==> config.mk <==
export PLATFORM = sky130hd
export DESIGN_NAME = img_op_ctrl_flat
export DESIGN_NICKNAME = d
export VERILOG_FILES = /design/src/rtl/img_op_ctrl_if.sv /design/src/rtl/img_op_ctrl.sv /design/src/flat_wrapper.sv
export SDC_FILE = /design/constraint.sdc
export NUM_CORES = 1
export LEC_CHECK = 0
export CAP_MARGIN = 20
export CORE_MARGIN = 4
export CORE_UTILIZATION = 46
export CTS_CLUSTER_SIZE = 16
export DETAILED_ROUTE_END_ITERATION = 12
export PLACE_DENSITY = 0.71
export SLEW_MARGIN = 20
export SYNTH_ARGS = -nofsm -noshare
export SYNTH_HDL_FRONTEND = slang
export SYNTH_SLANG_ARGS = --single-unit
==> constraint.sdc <==
create_clock -name i_clk -period 2.8 [get_ports i_clk]
set_clock_uncertainty 0.2 [all_clocks]
set_input_delay 0.28 -clock i_clk [delete_from_list [all_inputs] [get_ports i_clk]]
set_output_delay 0.28 -clock i_clk [all_outputs]
set_load 0.03 [all_outputs]
==> src/rtl/img_op_ctrl_if.sv <==
// Bus between the image op sequencer and its environment: op handshake, pixel load, SRAM port, conv engine, display strobe.
// o_op_err exists only when CTRL_OP_ERR_EN is defined; names carry the sequencer-side direction.
interface img_op_ctrl_if #(
  parameter int ADDR_BW = 11
);
  logic               i_op_valid;
  logic [3:0]         i_op_mode;
  logic               o_op_ready;
  logic               i_in_valid;
  logic               o_in_ready;
  logic               o_mem_wen;
  logic               o_mem_ren;
  logic [ADDR_BW-1:0] o_mem_addr;
  logic [2:0]         o_org_x;
  logic [2:0]         o_org_y;
  logic [5:0]         o_depth;
  logic               o_conv_start;
  logic               i_conv_done;
  logic               o_out_valid;
`ifdef CTRL_OP_ERR_EN
  logic               o_op_err;

  modport master (
    input  i_op_valid, i_op_mode, i_in_valid, i_conv_done,
    output o_op_ready, o_in_ready, o_mem_wen, o_mem_ren, o_mem_addr,
           o_org_x, o_org_y, o_depth, o_conv_start, o_out_valid, o_op_err
  );

  modport slave (
    output i_op_valid, i_op_mode, i_in_valid, i_conv_done,
    input  o_op_ready, o_in_ready, o_mem_wen, o_mem_ren, o_mem_addr,
           o_org_x, o_org_y, o_depth, o_conv_start, o_out_valid, o_op_err
  );
`else
  modport master (
    input  i_op_valid, i_op_mode, i_in_valid, i_conv_done,
    output o_op_ready, o_in_ready, o_mem_wen, o_mem_ren, o_mem_addr,
           o_org_x, o_org_y, o_depth, o_conv_start, o_out_valid
  );

  modport slave (
    output i_op_valid, i_op_mode, i_in_valid, i_conv_done,
    input  o_op_ready, o_in_ready, o_mem_wen, o_mem_ren, o_mem_addr,
           o_org_x, o_org_y, o_depth, o_conv_start, o_out_valid
  );
`endif
endinterface

==> src/rtl/img_op_ctrl.sv <==
// Image core operation sequencer: op handshake, display origin/depth, SRAM load/display sequencing, conv start/wait.
// Define CTRL_OP_ERR_EN to add the o_op_err pulse for the unused opcodes 9-15.
module img_op_ctrl #(
  parameter int IMG_W      = 8,
  parameter int IMG_MAX_CH = 32,
  parameter int MEM_LAT    = 1,
  parameter int ADDR_BW    = $clog2(IMG_W*IMG_W*IMG_MAX_CH)
) (
  input  logic          i_clk,
  input  logic          i_rst_n,
  img_op_ctrl_if.master bus
);

  localparam int                 CH_BW      = $clog2(IMG_MAX_CH);
  localparam logic [ADDR_BW-1:0] LOAD_LAST  = ADDR_BW'(IMG_W*IMG_W*IMG_MAX_CH - 1);
  localparam logic [ADDR_BW-1:0] DRAIN_LAST = ADDR_BW'(MEM_LAT - 1);
  localparam logic [2:0]         ORG_MAX    = 3'(IMG_W - 2);
  localparam logic [5:0]         MIN_CH     = 6'd8;
  localparam logic [5:0]         MAX_CH     = 6'(IMG_MAX_CH);

  typedef enum logic [2:0] {
    S_INIT,
    S_READY,
    S_WAIT_OP,
    S_LOAD,
    S_EXEC,
    S_CONV,
    S_DISP,
    S_DRAIN
  } state_t;

  state_t             r_state;
  state_t             w_next;
  logic               r_first;
  logic [3:0]         r_op;
  logic [ADDR_BW-1:0] r_cnt;
  logic [CH_BW-1:0]   r_ch;
  logic [1:0]         r_quad;
  logic [2:0]         r_org_x;
  logic [2:0]         r_org_y;
  logic [5:0]         r_depth;
  logic [MEM_LAT-1:0] r_vpipe;

  logic               w_op_ready;
  logic               w_in_ready;
  logic               w_mem_wen;
  logic               w_mem_ren;
  logic [ADDR_BW-1:0] w_mem_addr;
  logic               w_conv_start;
  logic [2:0]         w_disp_x;
  logic [2:0]         w_disp_y;
  logic [ADDR_BW-1:0] w_disp_addr;
  logic               w_last_ch;

  // Display walks the 2x2 window at the origin per channel: quad bit 0 steps x, bit 1 steps y.
  assign w_disp_x    = r_org_x + {2'b00, r_quad[0]};
  assign w_disp_y    = r_org_y + {2'b00, r_quad[1]};
  assign w_disp_addr = ADDR_BW'({r_ch, w_disp_y, w_disp_x});
  assign w_last_ch   = (6'(r_ch) == (r_depth - 6'd1));

  always_ff @(posedge i_clk or negedge i_rst_n) begin
    if (!i_rst_n) begin
      r_state <= S_INIT;
      r_first <= 1'b0;
    end else begin
      r_state <= w_next;
      r_first <= (w_next != r_state);
    end
  end

  always_comb begin
    w_next       = r_state;
    w_op_ready   = 1'b0;
    w_in_ready   = 1'b0;
    w_mem_wen    = 1'b0;
    w_mem_ren    = 1'b0;
    w_mem_addr   = '0;
    w_conv_start = 1'b0;
    case (r_state)
      S_INIT: w_next = S_READY;
      S_READY: begin
        w_op_ready = 1'b1;
        w_next     = S_WAIT_OP;
      end
      S_WAIT_OP: begin
        if (bus.i_op_valid) begin
          case (bus.i_op_mode)
            4'd0:    w_next = S_LOAD;
            4'd7:    w_next = S_CONV;
            4'd8:    w_next = S_DISP;
            default: w_next = S_EXEC;
          endcase
        end
      end
      S_LOAD: begin
        w_in_ready = 1'b1;
        w_mem_addr = r_cnt;
        if (bus.i_in_valid) begin
          w_mem_wen = 1'b1;
          if (r_cnt == LOAD_LAST) begin
            w_next = S_READY;
          end
        end
      end
      S_EXEC: w_next = S_READY;
      // A done arriving together with the start pulse still completes the op.
      S_CONV: begin
        w_conv_start = r_first;
        if (bus.i_conv_done) begin
          w_next = S_READY;
        end
      end
      S_DISP: begin
        w_mem_ren  = 1'b1;
        w_mem_addr = w_disp_addr;
        if ((r_quad == 2'd3) && w_last_ch) begin
          w_next = S_DRAIN;
        end
      end
      S_DRAIN: begin
        if (r_cnt == DRAIN_LAST) begin
          w_next = S_READY;
        end
      end
      default: w_next = S_INIT;
    endcase
  end

  // r_cnt is the load address in LOAD and the drain timer in DRAIN; it idles at zero elsewhere.
  always_ff @(posedge i_clk or negedge i_rst_n) begin
    if (!i_rst_n) begin
      r_op    <= 4'd0;
      r_cnt   <= '0;
      r_ch    <= '0;
      r_quad  <= 2'd0;
      r_org_x <= 3'd0;
      r_org_y <= 3'd0;
      r_depth <= MAX_CH;
    end else begin
      if ((r_state == S_WAIT_OP) && bus.i_op_valid) begin
        r_op <= bus.i_op_mode;
      end

      case (r_state)
        S_LOAD: begin
          if (w_mem_wen) begin
            r_cnt <= (r_cnt == LOAD_LAST) ? '0 : r_cnt + ADDR_BW'(1);
          end
        end
        S_DRAIN: r_cnt <= r_cnt + ADDR_BW'(1);
        default: r_cnt <= '0;
      endcase

      if (r_state == S_DISP) begin
        r_quad <= r_quad + 2'd1;
        if (r_quad == 2'd3) begin
          r_ch <= r_ch + CH_BW'(1);
        end
      end else begin
        r_quad <= 2'd0;
        r_ch   <= '0;
      end

      if (r_state == S_EXEC) begin
        case (r_op)
          4'd1: if (r_org_x < ORG_MAX) r_org_x <= r_org_x + 3'd1;
          4'd2: if (r_org_x > 3'd0)    r_org_x <= r_org_x - 3'd1;
          4'd3: if (r_org_y > 3'd0)    r_org_y <= r_org_y - 3'd1;
          4'd4: if (r_org_y < ORG_MAX) r_org_y <= r_org_y + 3'd1;
          4'd5: if (r_depth > MIN_CH)  r_depth <= r_depth >> 1;
          4'd6: if (r_depth < MAX_CH)  r_depth <= r_depth << 1;
          default: ;
        endcase
      end
    end
  end

  // Read strobe delayed by the SRAM latency so o_out_valid lines up with returned data.
  always_ff @(posedge i_clk or negedge i_rst_n) begin
    if (!i_rst_n) begin
      r_vpipe <= '0;
    end else begin
      r_vpipe[0] <= w_mem_ren;
      for (int i = 1; i < MEM_LAT; i++) begin
        r_vpipe[i] <= r_vpipe[i-1];
      end
    end
  end

  assign bus.o_op_ready   = w_op_ready;
  assign bus.o_in_ready   = w_in_ready;
  assign bus.o_mem_wen    = w_mem_wen;
  assign bus.o_mem_ren    = w_mem_ren;
  assign bus.o_mem_addr   = w_mem_addr;
  assign bus.o_org_x      = r_org_x;
  assign bus.o_org_y      = r_org_y;
  assign bus.o_depth      = r_depth;
  assign bus.o_conv_start = w_conv_start;
  assign bus.o_out_valid  = r_vpipe[MEM_LAT-1];

`ifdef CTRL_OP_ERR_EN
  assign bus.o_op_err = (r_state == S_EXEC) && (r_op > 4'd8);
`endif

endmodule

==> src/flat_wrapper.sv <==
// flat-port wrapper written by rule: the top's interface ports become plain ports
module img_op_ctrl_flat 
#(
  parameter int IMG_W      = 8,
  parameter int IMG_MAX_CH = 32,
  parameter int MEM_LAT    = 1,
  parameter int ADDR_BW    = $clog2(IMG_W*IMG_W*IMG_MAX_CH)
)
  (i_clk, i_rst_n, bus_i_op_valid, bus_i_op_mode, bus_i_in_valid, bus_i_conv_done, bus_o_op_ready, bus_o_in_ready, bus_o_mem_wen, bus_o_mem_ren, bus_o_mem_addr, bus_o_org_x, bus_o_org_y, bus_o_depth, bus_o_conv_start, bus_o_out_valid);
  img_op_ctrl_if #(.ADDR_BW(ADDR_BW)) bus_i ();
  input  logic i_clk;
  input  logic i_rst_n;
  input wire logic [$bits(bus_i.i_op_valid)-1:0] bus_i_op_valid;
  input wire logic [$bits(bus_i.i_op_mode)-1:0] bus_i_op_mode;
  input wire logic [$bits(bus_i.i_in_valid)-1:0] bus_i_in_valid;
  input wire logic [$bits(bus_i.i_conv_done)-1:0] bus_i_conv_done;
  output wire logic [$bits(bus_i.o_op_ready)-1:0] bus_o_op_ready;
  output wire logic [$bits(bus_i.o_in_ready)-1:0] bus_o_in_ready;
  output wire logic [$bits(bus_i.o_mem_wen)-1:0] bus_o_mem_wen;
  output wire logic [$bits(bus_i.o_mem_ren)-1:0] bus_o_mem_ren;
  output wire logic [$bits(bus_i.o_mem_addr)-1:0] bus_o_mem_addr;
  output wire logic [$bits(bus_i.o_org_x)-1:0] bus_o_org_x;
  output wire logic [$bits(bus_i.o_org_y)-1:0] bus_o_org_y;
  output wire logic [$bits(bus_i.o_depth)-1:0] bus_o_depth;
  output wire logic [$bits(bus_i.o_conv_start)-1:0] bus_o_conv_start;
  output wire logic [$bits(bus_i.o_out_valid)-1:0] bus_o_out_valid;
  assign bus_i.i_op_valid = bus_i_op_valid;
  assign bus_i.i_op_mode = bus_i_op_mode;
  assign bus_i.i_in_valid = bus_i_in_valid;
  assign bus_i.i_conv_done = bus_i_conv_done;
  assign bus_o_op_ready = bus_i.o_op_ready;
  assign bus_o_in_ready = bus_i.o_in_ready;
  assign bus_o_mem_wen = bus_i.o_mem_wen;
  assign bus_o_mem_ren = bus_i.o_mem_ren;
  assign bus_o_mem_addr = bus_i.o_mem_addr;
  assign bus_o_org_x = bus_i.o_org_x;
  assign bus_o_org_y = bus_i.o_org_y;
  assign bus_o_depth = bus_i.o_depth;
  assign bus_o_conv_start = bus_i.o_conv_start;
  assign bus_o_out_valid = bus_i.o_out_valid;
  img_op_ctrl #(.IMG_W(IMG_W), .IMG_MAX_CH(IMG_MAX_CH), .MEM_LAT(MEM_LAT), .ADDR_BW(ADDR_BW)) u_core (.i_clk(i_clk), .i_rst_n(i_rst_n), .bus(bus_i));
endmodule
==> impl_results.md <==
- Via Count: 2081
- I/O Pins: 38
- F_max: 0.373 GHz
- Worst min path class: reg2reg
- Routability cong.: 0.845
- Share of cells above drive strength 1: about an eighth
- Crit path capture type: primary output
- Drt initial violations: 129
- FF+latch area: 980 µm²
- CTS tree: built
- Final instance area: 3100 µm²
- Port bufs: 37
- CP Cell Sequence: ha_1 -> ha_1 -> xnor2_1 -> o21ai_0 -> clkdlybuf4s50_1
- CP Data Required Time: around 2.3 ns
- Clock Power Share: 22.9%
- Number of synthesized flops with an enable pin: 0
- Antenna Diode Count: 0
- Count of final setup violators: 0
- Worst-path fanout max: 8
- Setup TNS: 0 ns
- Synth Cell Area: 2530 µm²
- Synthesized flop and latch total: 39
- Crit path buffers/inverters: 1
- Fin crit period: 2.68 ns
- Total routed wirelength: 5810 µm
- CP Data Arrival Time: roughly 2.2 ns
- CP startpoint kind: flop
- Hold wc startpoint: u_core.r_quad[0]
- Final ANT Viol Nets: 0
- Leakage: 1.32 nW
- Async SR Flop Fraction: between 90% and 100%
- Nets@finish: 318
- Sequential element share of the synthesized area: 38.6%
- Worst setup path class: reg2out
- # rows: 26
- CP most frequent cell: ha_1
- Depth of the CTS H-tree: 2
- P per Cell Area: around 800 nW/µm²
- Number of global-route vias before repair: around 2000
- Die area: 6750 µm²
- RSZ-0062 raised after global routing: no
- Mean post-synth cell area: 9.69 µm²
- Synthesized instance count: about 260
- Worst VDD drop: 0.437 mV
- Grt ovf: 0
- Vias per Instance: 5.64
- Fillcell total: 445
- CTS root buf: clkbuf_8
- DR pass1 iterations: 4
- Sw Share: 40.7%
- Post-DP HPWL: 4230 µm
- Worst-path clk slew: 0.09 ns
- Internal power: 1.47 mW
- Hold Vio Cnt, Final: 0
- Psw: around 1.0 mW
- Longest Clk Path Bufs: 2
- Chip Height: 82.1 µm
- Clk_lat worst skew: 0.30 ns
- DR WL/cell: 15.7 µm
- Dpl ws: 0.327 ns
- DIE WIDTH: 82.1 µm
- Worst slew margin: 40.8%
- Area post-placement: 2950 µm²
- Fin util: roughly three fifths
- Status: finished clean
- Initial Utilization: 48.6%
- # Max-Cap Violations: 0
- Initial antenna violation count: 0
- Combinational share of power: 41.3%
- Syn_nets: ~280
- Crit-path leading delay family: buffers and inverters
- Setup ws final: about 0.12 ns
- CORE AREA: between 5000 and 6000 µm²
- Crit share post-route: a little over nine tenths
- Worst Tran Pin Value: slightly below 0.9 ns
- Synth Warn #: 0
- Critical-path top delay cell: clkdlybuf4s50_1
- CP peak stage delay: a little under 0.7 ns
- Reg power frac: 35.7%
- R2r setup slk: 0.62 ns
- Final max-slew violation count: 0
- Syn-to-layout area delta: 22.6%
- Distinct cell type count after synthesis: 60
- Top FF cell, synth: dfrtp_1
- Reg2reg start: u_core.r_op[0]
- Crit path from: u_core.bus.o_org_y[0]
- Total CTS buffers: 5
- Largest net degree at the start of global routing: 40
- Drt drc: 0
- Area of the multi-input gates: about 1500 µm²
- Total GRT Usage: a little under a fifth
- Num Clock Sinks: 39
- Global-route wire length before repair: 9650 µm
kinds of logic (layout without fill, tap and decap cells):
group,after synthesis,after routing,synth area share [%]
xor+xnor,25,25,8.66
flops,39,39,38.6
fa+ha+maj,11,11,6.04
mux,16,16,6.83
buf+inv,23,61,4.01
compound gates,45,45,12.9
simple gates,102,102,23.0
per-layer routing:
layer / part of all wire [%] / track usage, %
met2: 45 / 28.3
met1: 48 / 26.0
met3: 5.2 / 4.56
met5: 0 / 0
met4: 0.91 / 5.98
metrics by stage:
step	hold slack, ns	std cells	power, mW
after floorplan	-0.216	261	1.58
after detailed placement	0.260	360	1.91
final	0.266	369	2.49
after global routing	0.303	369	2.64
after CTS	0.272	369	2.49
after global placement	0.248	360	1.88
power groups by stage:
stage,logic (mW),registers [mW],clock network (mW)
floorplan,0.740,0.838,0
global placement,0.996,0.886,0
finish,1.03,0.888,0.570
global route,1.13,0.908,0.603
detailed placement,1.02,0.894,0
CTS,1.02,0.882,0.582
worst register-to-register path, stage by stage, from the launching register on:
cell,delay (ns)
dfrtp_1,0.51
nor4b_2,0.50
inv_1,0.11
fa_1,0.39
xnor2_1,0.16
nand2_1,0.08
xnor2_1,0.12
registers in the layout, indices dropped and copies added, names as in the netlist:
register                count
u_core.r_cnt               11
u_core.bus.o_depth          6
u_core.r_ch                 5
u_core.r_op                 4
u_core.bus.o_org_x          3
u_core.bus.o_org_y          3
u_core.r_state              3
u_core.r_quad               2
u_core.bus.o_out_valid      1
u_core.r_first              1
cells in the mapped netlist (2+ instances only):
cell / instances / area [µm²]
a211oi_1: 2 / 15.0
a21oi_1: 6 / 30.0
a22o_1: 10 / 87.6
a31oi_1: 2 / 12.5
and2_1: 2 / 12.5
and3_1: 2 / 12.5
and3b_1: 2 / 17.5
and4_1: 2 / 17.5
buf_2: 4 / 20.0
buf_4: 2 / 15.0
clkbuf_1: 3 / 11.3
clkbuf_2: 2 / 10.0
dfrtp_1: 38 / 951
fa_1: 2 / 40.0
ha_1: 9 / 113
inv_1: 12 / 45.0
mux2_2: 10 / 113
mux2i_1: 6 / 60.1
nand2_1: 24 / 90.1
nand2b_1: 7 / 43.8
nand3_1: 10 / 50.1
nand4_1: 5 / 31.3
nor2_1: 25 / 93.8
nor2b_1: 2 / 12.5
nor3_1: 4 / 20.0
nor4_1: 2 / 12.5
o21ai_0: 9 / 45.0
o31ai_1: 2 / 15.0
xnor2_1: 12 / 105
xor2_1: 13 / 114
final cells by class:
type,instances,share of cell area (%)
Multi-Input combinational cell,199,46.8
Sequential cell,39,31.6
Timing Repair Buffer,41,12.8
Tap cell,70,2.82
Clock buffer,5,2.22
Clock inverter,3,2.18
Inverter,12,1.57
placed cells by master, fill, tap and decap left out, drive strengths merged, types with 6 or more instances in the layout:
| cell type | synthesis | final |
|---|---|---|
| nand2b | 7 | 7 |
| xor2 | 13 | 13 |
| clkdlybuf4s50 | 0 | 36 |
| mux2i | 6 | 6 |
| nand2 | 25 | 25 |
| nor2 | 26 | 26 |
| dfrtp | 38 | 38 |
| ha | 9 | 9 |
| nand3 | 11 | 11 |
| mux2 | 10 | 10 |
| inv | 12 | 11 |
| a22o | 10 | 10 |
| xnor2 | 12 | 12 |
| a21oi | 7 | 7 |
| o21ai | 11 | 11 |
timing repair:
| action | 4_1_cts | 5_1_grt |
|---|---|---|
| endpoints found under the hold margin | 38 | 0 |
| setup buffers | 0 | 0 |
| resized for setup | 1 | 2 |
| endpoints found under the setup margin | 4 | 11 |
| hold buffers | 1 | 0 |
path summary, 6_finish.rpt:
check	cells past startpoint	end
max in group asynchronous	2	u_core.r_state[1]
min in group asynchronous	2	u_core.r_op[3]
worst min register to register	1	u_core.r_quad[0]
worst min-delay path	1	u_core.r_quad[0]
worst max-delay path	5	bus_o_mem_addr[5]
worst max register to register	6	u_core.bus.o_org_x[2]
Note: power is estimated with default switching activity, not from simulation.
